--- src/rtl/reset_sequencer.sv ---
// Staged reset sequencer: merges enabled reset requests and sequences peripheral and CPU reset release.
// Latency: an enabled request sampled on one edge shows up on both resets at that edge; the periph
// release follows HOLD_CYCLES edges after the last request, and the CPU release follows on ready or timeout.
// Ports: clk_i/rst_i clock and async active-high POR; req_i/req_en_i requests and their enables;
//   periph_ready_i peripheral init done; cpu_reset_o/periph_reset_o staged resets; busy_o sequence active;
//   por_o/cause_o/timeout_o cause of the last reset; reset_count_o saturating count of triggered resets.
module reset_sequencer #(
  parameter int NUM_REQ        = 4,
  parameter int HOLD_CYCLES    = 16,
  parameter int TIMEOUT_CYCLES = 256
) (
  input  logic               clk_i,
  input  logic               rst_i,
  input  logic [NUM_REQ-1:0] req_i,
  input  logic [NUM_REQ-1:0] req_en_i,
  input  logic               periph_ready_i,
  output logic               cpu_reset_o,
  output logic               periph_reset_o,
  output logic               busy_o,
  output logic               por_o,
  output logic [NUM_REQ-1:0] cause_o,
  output logic               timeout_o,
  output logic [7:0]         reset_count_o
);

  localparam int MAXC = (HOLD_CYCLES > TIMEOUT_CYCLES) ? HOLD_CYCLES : TIMEOUT_CYCLES;
  // Keep at least one counter bit so that a maximum of 1 still elaborates.
  localparam int CW = (MAXC > 1) ? $clog2(MAXC) : 1;
  localparam logic [CW-1:0] HOLD_LAST    = CW'(HOLD_CYCLES - 1);
  localparam logic [CW-1:0] TIMEOUT_LAST = CW'(TIMEOUT_CYCLES - 1);

  typedef enum logic [1:0] {
    IDLE       = 2'd0,
    HOLD       = 2'd1,
    WAIT_READY = 2'd2
  } state_e;

  state_e             state_q, state_d;
  logic [CW-1:0]      cnt_q, cnt_d;
  logic               cpu_q, cpu_d;
  logic               per_q, per_d;
  logic               busy_q, busy_d;
  logic               por_q, por_d;
  logic [NUM_REQ-1:0] cause_q, cause_d;
  logic               to_q, to_d;
  logic [7:0]         count_q, count_d;

  logic [NUM_REQ-1:0] masked;
  logic               act;

  assign masked = req_i & req_en_i;
  assign act    = |masked;

  always_comb begin
    state_d = state_q;
    cnt_d   = cnt_q;
    cpu_d   = cpu_q;
    per_d   = per_q;
    por_d   = por_q;
    cause_d = cause_q;
    to_d    = to_q;
    count_d = count_q;

    case (state_q)
      IDLE: begin
        cpu_d = 1'b0;
        per_d = 1'b0;
        if (act) begin
          // A fresh reset: the cause record restarts and the counter advances once.
          state_d = HOLD;
          cnt_d   = '0;
          cpu_d   = 1'b1;
          per_d   = 1'b1;
          cause_d = masked;
          por_d   = 1'b0;
          to_d    = 1'b0;
          count_d = (count_q != 8'hFF) ? count_q + 8'd1 : count_q;
        end
      end

      HOLD: begin
        cpu_d = 1'b1;
        per_d = 1'b1;
        if (act) begin
          // A request during the hold extends the same reset.
          cnt_d   = '0;
          cause_d = cause_q | masked;
        end else if (cnt_q == HOLD_LAST) begin
          state_d = WAIT_READY;
          per_d   = 1'b0;
          cnt_d   = '0;
        end else begin
          cnt_d = cnt_q + 1'b1;
        end
      end

      WAIT_READY: begin
        cpu_d = 1'b1;
        per_d = 1'b0;
        if (act) begin
          // The request wins over ready, so the CPU never escapes a pending reset.
          state_d = HOLD;
          per_d   = 1'b1;
          cnt_d   = '0;
          cause_d = cause_q | masked;
        end else if (periph_ready_i) begin
          state_d = IDLE;
          cpu_d   = 1'b0;
        end else if (cnt_q == TIMEOUT_LAST) begin
          state_d = IDLE;
          cpu_d   = 1'b0;
          to_d    = 1'b1;
        end else begin
          cnt_d = cnt_q + 1'b1;
        end
      end

      default: begin
        // An illegal encoding is treated as a reset in progress.
        state_d = HOLD;
        cnt_d   = '0;
        cpu_d   = 1'b1;
        per_d   = 1'b1;
      end
    endcase

    busy_d = (state_d != IDLE);
  end

  always_ff @(posedge clk_i or posedge rst_i) begin
    if (rst_i) begin
      state_q <= HOLD;
      cnt_q   <= '0;
      cpu_q   <= 1'b1;
      per_q   <= 1'b1;
      busy_q  <= 1'b1;
      por_q   <= 1'b1;
      cause_q <= '0;
      to_q    <= 1'b0;
      count_q <= 8'd0;
    end else begin
      state_q <= state_d;
      cnt_q   <= cnt_d;
      cpu_q   <= cpu_d;
      per_q   <= per_d;
      busy_q  <= busy_d;
      por_q   <= por_d;
      cause_q <= cause_d;
      to_q    <= to_d;
      count_q <= count_d;
    end
  end

  assign cpu_reset_o    = cpu_q;
  assign periph_reset_o = per_q;
  assign busy_o         = busy_q;
  assign por_o          = por_q;
  assign cause_o        = cause_q;
  assign timeout_o      = to_q;
  assign reset_count_o  = count_q;

endmodule

--- config.mk ---
export PLATFORM = sky130hd
export DESIGN_NAME = reset_sequencer
export DESIGN_NICKNAME = d
export VERILOG_FILES = /design/src/rtl/reset_sequencer.sv
export SDC_FILE = /design/constraint.sdc
export NUM_CORES = 1
export LEC_CHECK = 0
export CAP_MARGIN = 20
export CORE_MARGIN = 10
export CORE_UTILIZATION = 50
export CTS_BUF_LIST = sky130_fd_sc_hd__clkbuf_16
export DETAILED_ROUTE_END_ITERATION = 16
export GPL_TIMING_DRIVEN = 0
export PLACE_DENSITY = 0.78
export SETUP_SLACK_MARGIN = 0.5
export SYNTH_ARGS = -nofsm -noshare
export SYNTH_HDL_FRONTEND = slang
export SYNTH_SLANG_ARGS = --single-unit
--- constraint.sdc ---
create_clock -name clk_i -period 2.84 [get_ports clk_i]
set_clock_uncertainty 0.05 [all_clocks]
set_input_delay 0.568 -clock clk_i [delete_from_list [all_inputs] [get_ports clk_i]]
set_output_delay 0.568 -clock clk_i [all_outputs]
set_load 0.02 [all_outputs]
---- After elaboration in Yosys (flattened, before gate mapping) ----
Cells that the tools add are included.
operators by class
  add/subtract/negate cells ............... 2
  equality and inequality tests ........... 12
  muxes and demuxes ....................... 30
  bitwise gates (word level) .............. 2
  reduce and logical (&&, ||, !) cells .... 12
operator list
  kind                   count
  $mux W8                6
  $pmux W8 S3            1
  $add A8 B1 Y8 const B  2
  $mux W2                6
  $mux W1                10
  $reduce_and A3 Y1      3
  $eq A8 B4 Y1 const B   1
  $eq A8 B8 Y1 const B   1
  $mux W4                2
  $ne A2 B2 Y1 const B   4
  $ne A8 B8 Y1 const B   1
  $pmux W4 S2            1
  $ne A3 B3 Y1 const B   2
  $pmux W1 S2            3
  $pmux W2 S3            1
  $reduce_bool A2 Y1     3
  $reduce_and A5 Y1      1
  $and A4 B4 Y4          1
  $or A4 B4 Y4           1
  $reduce_or A2 Y1       2
  $reduce_or A4 Y1       1
  $eq A2 B1 Y1 const B   1
  $eq A2 B2 Y1 const B   1
  $logic_not A2 Y1       1
  other kinds (2)        2
word-level totals
  register bits ........................... 27
  input bits .............................. 11
  word-level logic and storage cells ...... 67

---- Depth between registers and ports, before layout ----
Gate-level depths: netlist (run 1).
  depth in word-level cells ............... 6
  gate-level depth with buffers ........... 7
  depth with buffers taken out ............ 6

---- Worst setup path after synthesis (run 1) ----
OpenSTA, ideal clock, no wires.
  path type ............................... reg2reg
  start point ............................. register state_q[0]
  end point ............................... register cnt_q[5]
  arrival ................................. 1.786 ns
  required time ........................... 2.664 ns
  path slack .............................. 0.878 ns
  cell stages (with the launch flop) ...... 7
  path buffers ............................ 0
  path through ............................ dfstp_2 inv_1 ha_1 o21ai_0 nor3_1 and3_2 a221o_1
on the way
  longest elaborated chain between the ends .. 3
ends and longest elaborated chain
  item                                                                  line  text
  start, declared                                                       38    state_e state_q, state_d;
  start signal, assigned                                                142   state_q <= state_d;
  $eq A2 B2 Y1 / $logic_not A2 Y1 (equally long branches)               64    case (state_q)
  $ne A3 B3 Y1 (no source line) / $ne A2 B2 Y1 (equally long branches)  -
  $reduce_and A3 Y1 (no source line)                                    -
  end signal, assigned                                                  143   cnt_q <= cnt_d;
  end, declared                                                         39    logic [CW-1:0] cnt_q, cnt_d;
Several ways; a longest one is shown, not always the timed one.
A chain may end at the register's enable or synchronous reset.

---- Worst setup path after layout (run 1) ----
Ends and elaborated chain as after synthesis.

==> impl_metrics.env, run 1 <==
export IMPL_grt_max_degree=28
export IMPL_cts_made_buffers=3
export IMPL_async_flop_share=1.00
export IMPL_drtIter0Drc=122
export IMPL_min_path_type="register to register"
export IMPL_htree_levels=1
export IMPL_antenna_found_initial=0
export IMPL_via_per_inst=5.94
export IMPL_die_w_um=75.9
export IMPL_cts_root_buf="clkbuf_16"
export IMPL_nNetsFinal=204
export IMPL_worstSetupEndpointType="register"
export IMPL_boundaryPins=28
export IMPL_hpwl_um=2790
export IMPL_drc_errors=0
export IMPL_arrival_ns=2.34
export IMPL_p_leak_nw=0.874
export IMPL_setup_tns_ns=0
export IMPL_syn_cell_area_sq_mm=0.00156
export IMPL_slowest_stage="dfstp_2"
export IMPL_path_max_fanout=7
export IMPL_min_period_ns=2.25
export IMPL_ys_flop_type="dfrtp_1"
export IMPL_clock_sinks=27
export IMPL_place_congestion=0.907
export IMPL_synthCells=154
export IMPL_cpPeakStageDelay_ns=0.57
export IMPL_whs_ns=0.445
export IMPL_synth_edf_count=0
export IMPL_cts_setup_buffers=0
export IMPL_wire_per_inst_um=15.8
export IMPL_crit_type="register to register"
export IMPL_initial_core_util=0.516
export IMPL_combPwrFrac=0.440
export IMPL_clkTransAtPathRegs_ns=0.06
export IMPL_fin_ws_ns=0.593
export IMPL_report_final_hold_viol_count=0
export IMPL_yosysUniqueCellTypes=52
export IMPL_slew_violations=0
export IMPL_pwr_share_seq=0.365
export IMPL_drtAntennaViolNets=0
export IMPL_synth_nets=171
export IMPL_max_cap_violations=0
export IMPL_wl_um=3640
export IMPL_synth_avg_cell_area_sq_um=10.1
export IMPL_rsz0062_at_grt="no"
export IMPL_synth_warnings=0
export IMPL_core_area_sq_mm=0.00303
export IMPL_cts_tree="yes"
export IMPL_ys_seq_area_frac=0.437
export IMPL_cts_hold_fix_buffers=0
export IMPL_critPathLaunchType="register"
export IMPL_vias=1366
export IMPL_p_int_mw=1.01
export IMPL_fp_dieH_um=75.9
export IMPL_ctsResizeCount=0
export IMPL_dr_pass1_iters=4
export IMPL_placed_area_sq_mm=0.00189
export IMPL_numPortBuffers=27
export IMPL_grt_pass1_wl_um=6200
export IMPL_grt_overflow=0
export IMPL_crit_required_ns=2.93
export IMPL_pre_cts_ws_ns=0.464
export IMPL_vdd_drop_max_mv=0.466
export IMPL_grt_usage=0.136
export IMPL_clkPwrFrac=0.195
export IMPL_antenna_cells=0
export IMPL_clk_path_buf_depth=2
export IMPL_synthToLayoutAreaGrowth_pct=27.6
export IMPL_crit_chain="inv_1 > ha_1 > o21ai_0 > nor3_1 > and3_2 > a221o_1"
export IMPL_worst_pin_slew_ns=0.501
export IMPL_num_rows=20
export IMPL_fmax_mhz=445
export IMPL_status="complete, no violations"
export IMPL_powerDensity_mw_per_mm2=810
export IMPL_drive_gt1_frac=0.118
export IMPL_synth_seq_cells=27
export IMPL_period_share=0.791
export IMPL_grt_pass1_vias=1354
export IMPL_clk_latency_ns=0.26
export IMPL_maxSlewHeadroom=0.663
export IMPL_swShare=0.376
export IMPL_final_area_sq_mm=0.00199
export IMPL_p_sw_mw=0.608
export IMPL_n_fill_cell=242
export IMPL_finalSetupViolCount=0
export IMPL_floorplan_die_area_sq_mm=0.00576
==> through the flow <==
step	std cells	total power, mW	utilization
2_1_floorplan	154	1.02	-
3_3_place_gp	225	1.29	0.623
3_5_place_dp	225	1.31	0.623
4_1_cts	229	1.63	0.649
5_1_grt	230	1.72	0.658
6_report	230	1.62	0.658
==> placed cells by master, fill, tap and decap left out, types with 5 or more instances in the layout <==
cell type,n
dfrtp_1,22
clkdlybuf4s50_1,27
xor2_1,6
nand3_1,6
ha_1,6
nor2_1,10
inv_1,7
nand2_1,10
dfstp_2,5
o21ai_0,5
a21oi_1,8
and3_1,6
a31oi_1,6
==> flip-flops by register name, summed over array words and instances, names as in the netlist <==
name and flops:
cnt_q 8, reset_count_o 8, cause_o 4, state_q 2
busy_o 1, cpu_reset_o 1, periph_reset_o 1, por_o 1
timeout_o 1
==> cell families after synthesis <==
family,after synthesis,share of synthesized area
simple gates,56,0.213
compound gates,48,0.228
flops,27,0.437
buf+inv,8,0.0208
xor+xnor,7,0.0393
fa+ha+maj,6,0.0481
mux,2,0.0144
==> worst max-delay path: cells and delay by family (launching register included) <==
kind / cells / cell delay, ns
adders and majority gates: 1 / 0.28
and+or+nand+nor: 2 / 0.44
buffers and inverters: 1 / 0.09
DFF: 1 / 0.57
AOI/OAI and AO/OA: 2 / 0.70
==> cell type report <==
cell class,count,area (sq um),area share
Clock buffer,3,75.1,0.0377
Timing Repair Buffer,28,298,0.149
Clock inverter,1,3.75,0.00188
Multi-Input combinational cell,119,847,0.425
Inverter,6,22.5,0.0113
Sequential cell,27,682,0.342
Buffer,2,10.0,0.00502
Tap cell,44,55.1,0.0276
==> synthesized netlist by cell type, types with 2 or more instances <==
cell type	count	area (sq um)
dfrtp_1	22	551
nand2_1	10	37.5
nor2_1	10	37.5
a21oi_1	8	40.0
a31oi_1	6	37.5
and3_1	6	37.5
ha_1	6	75.1
inv_1	6	22.5
nand3_1	6	30.0
xor2_1	6	52.6
dfstp_2	5	131
o21ai_0	5	25.0
a221o_1	3	30.0
a22o_1	3	26.3
and2_1	3	18.8
nand4_1	3	18.8
nor3_1	3	15.0
a2111oi_2	2	30.0
a211oi_1	2	15.0
a22oi_1	2	15.0
buf_2	2	10.0
mux2_1	2	22.5
o21a_1	2	15.0
o22ai_1	2	12.5
o31ai_1	2	15.0
==> worst paths after layout <==
path | start | to | slack, ns | cells past startpoint
max reg2reg | state_q[0] | cnt_q[5] | 0.59 | 6
max in group asynchronous | rst_i | busy_o | 1.82 | 3
min reg2reg | por_o | por_o | 0.44 | 1
min | por_o | por_o | 0.44 | 1
max | state_q[0] | cnt_q[5] | 0.59 | 6
min in group asynchronous | rst_i | reset_count_o[1] | 0.47 | 2
==> power groups by stage <==
stage	clock (mW)	combinational, mW	sequential, mW
global route	0.332	0.776	0.610
floorplan	0	0.331	0.689
global placement	0	0.696	0.592
detailed placement	0	0.713	0.595
finish	0.315	0.710	0.590
CTS	0.321	0.717	0.591
==> routing by layer <==
layer,wire length [um],share of wire,track usage
met2,1840,0.51,0.236
met1,1480,0.41,0.153
met4,60,0.016,0.0557
met3,259,0.071,0.0404
met5,0,0,0
(Power assumes the default switching activity.)
==> run 2, diff against run 1 <==
==> constraint.sdc (replaced) <==
create_clock -name clk_i -period 2.2 [get_ports clk_i]
set_clock_uncertainty 0.05 [all_clocks]
set_input_delay 0.44 -clock clk_i [delete_from_list [all_inputs] [get_ports clk_i]]
set_output_delay 0.44 -clock clk_i [all_outputs]
set_load 0.02 [all_outputs]
==> impl_metrics.env, run 2 (same netlist as run 1, synthesis figures left out) <==
export IMPL_report_final_hold_viol_count=0
export IMPL_r2r_start="state_q[0]"
export IMPL_clk_path_buf_depth=2
export IMPL_clock_sinks=27
export IMPL_num_rows=20
export IMPL_crit_chain="inv_4 > ha_4 > buf_4 > a21oi_4 > o21a_1 > nor2_2 > a221o_1"
export IMPL_path_max_fanout=6
export IMPL_drtIter0Drc=119
export IMPL_place_congestion=0.836
export IMPL_grt_usage=0.163
export IMPL_hpwl_um=2820
export IMPL_finalNonFillerCells=248
export IMPL_mostFrequentLayoutCell="dlygate4sd2_1"
export IMPL_nNetsFinal=222
export IMPL_dr_pass1_iters=5
export IMPL_die_w_um=75.9
export IMPL_cts_made_buffers=3
export IMPL_n_fill_cell=189
export IMPL_period_share=0.874
export IMPL_grt_pass1_vias=1503
export IMPL_via_per_inst=6.01
export IMPL_drive_gt1_frac=0.333
export IMPL_max_cap_violations=0
export IMPL_crit_required_ns=2.30
export IMPL_wl_um=4810
export IMPL_cts_root_buf="clkbuf_16"
export IMPL_clk_latency_ns=0.26
export IMPL_fp_dieH_um=75.9
export IMPL_wire_per_inst_um=19.4
export IMPL_min_period_ns=1.92
export IMPL_worst_pin_slew_ns=0.427
export IMPL_fmax_mhz=520
export IMPL_worstSetupEndpointType="register"
export IMPL_crit_type="register to register"
export IMPL_drc_errors=0
export IMPL_arrival_ns=2.02
export IMPL_critical_path_reg2reg_endpoint="cnt_q[5]"
export IMPL_fin_ws_ns=0.276
export IMPL_status="complete, no violations"
export IMPL_vdd_drop_max_mv=0.869
export IMPL_maxSlewHeadroom=0.713
export IMPL_final_cell_mix="dlygate4sd2_1 (25), dfrtp_1 (20), buf_4 (12), nand2_1 (10), nor2_1 (9)"
export IMPL_clkTransAtPathRegs_ns=0.07
export IMPL_total_power_mw=2.49
export IMPL_rsz0062_at_grt="yes"
export IMPL_min_path_type="input port to asynchronous set/reset pin"
export IMPL_antenna_cells=0
export IMPL_cpPeakStageDelay_ns=0.56
export IMPL_slew_violations=0
export IMPL_synthToLayoutAreaGrowth_pct=50.5
export IMPL_powerDensity_mw_per_mm2=1060
export IMPL_antenna_found_initial=0
export IMPL_finalSetupViolCount=0
export IMPL_dp_cells=225
export IMPL_grt_overflow=0
export IMPL_core_area_sq_mm=0.00303
export IMPL_vias=1490
export IMPL_p_leak_nw=1.06
export IMPL_rr_worst_depth=7
export IMPL_grt_pass1_wl_um=7270
export IMPL_slowest_stage="dfstp_2"
export IMPL_initial_core_util=0.516
export IMPL_floorplan_die_area_sq_mm=0.00576
export IMPL_grt_max_degree=28
export IMPL_whs_ns=0.337
export IMPL_htree_levels=1
export IMPL_rrSetupSlack_ns=0.28
export IMPL_cts_tree="yes"
export IMPL_boundaryPins=28
export IMPL_pre_cts_ws_ns=-0.0485
export IMPL_drtAntennaViolNets=0
export IMPL_critPathLaunchType="register"
export IMPL_numPortBuffers=27
-- run 2: cell count changes in the layout (fill, tap and decap cells not counted), sizes merged --
cell and delta:
clkdlybuf4s50 -25, dlygate4sd2 +25, buf +18
-- run 2: worst max path at each step --
| stage | startpoint | endpoint | slack [ns] | cells past startpoint |
|---|---|---|---|---|
| after global placement | req_i[2] | reset_count_o[6] | 0.01 | 5 |
| after detailed placement | req_en_i[2] | reset_count_o[6] | -0.05 | 5 |
| after global routing | state_q[0] | cnt_q[5] | 0.21 | 6 |
| final | state_q[0] | cnt_q[5] | 0.28 | 7 |
| after floorplan | state_q[0] | cnt_q[5] | 0.32 | 6 |
| after CTS | state_q[0] | cnt_q[5] | 0.29 | 6 |
-- run 2: layout make-up --
class	count	area, sq um	share of cell area
repair buffers	46	424	0.181
clock buffers	3	75.1	0.0319
flip-flops and latches	27	684	0.291
inverters	6	27.5	0.0117
plain buffers	2	16.3	0.00692
multi-input cells	119	1060	0.453
well taps	44	55.1	0.0234
clock inverters	1	3.75	0.00160
-- run 2: metal layers --
layer,vias to the layer above,GRT usage,part of all wire
met1,744,0.189,0.41
met3,8,0.0560,0.050
met5,-,0,0
met4,0,0.0392,0.011
li1,687,-,-
met2,51,0.280,0.53
-- run 2: timing repair --
item / in CTS / in global routing
hold buffers: 0 / 0
setup buffers: 12 / 6
pin swaps: 9 / 11
endpoints found under the setup margin: 42 / 21
resized for setup: 47 / 17
-- run 2: where the power goes --
group / internal [mW] / switching [mW] / total, mW
clock: 0.243 / 0.167 / 0.411
combinational: 0.600 / 0.702 / 1.30
sequential: 0.647 / 0.127 / 0.774
-- run 2: stage by stage --
stage	util	cell area, sq um	TNS (ns)
global placement	0.638	1930	0
global route	0.776	2350	0
detailed placement	0.638	1930	-0.169
floorplan	-	1610	0
CTS	0.724	2190	0
finish	0.776	2350	0
-- run 2: critical path, delay by kind of cell, from the launching register on --
| family | cells | cell delay (ns) |
|---|---|---|
| AO/OA/AOI/OAI | 3 | 0.73 |
| flip-flops | 1 | 0.56 |
| buffers and inverters | 2 | 0.22 |
| adder cells (fa/ha/maj) | 1 | 0.15 |
| AND/OR/NAND/NOR | 1 | 0.09 |
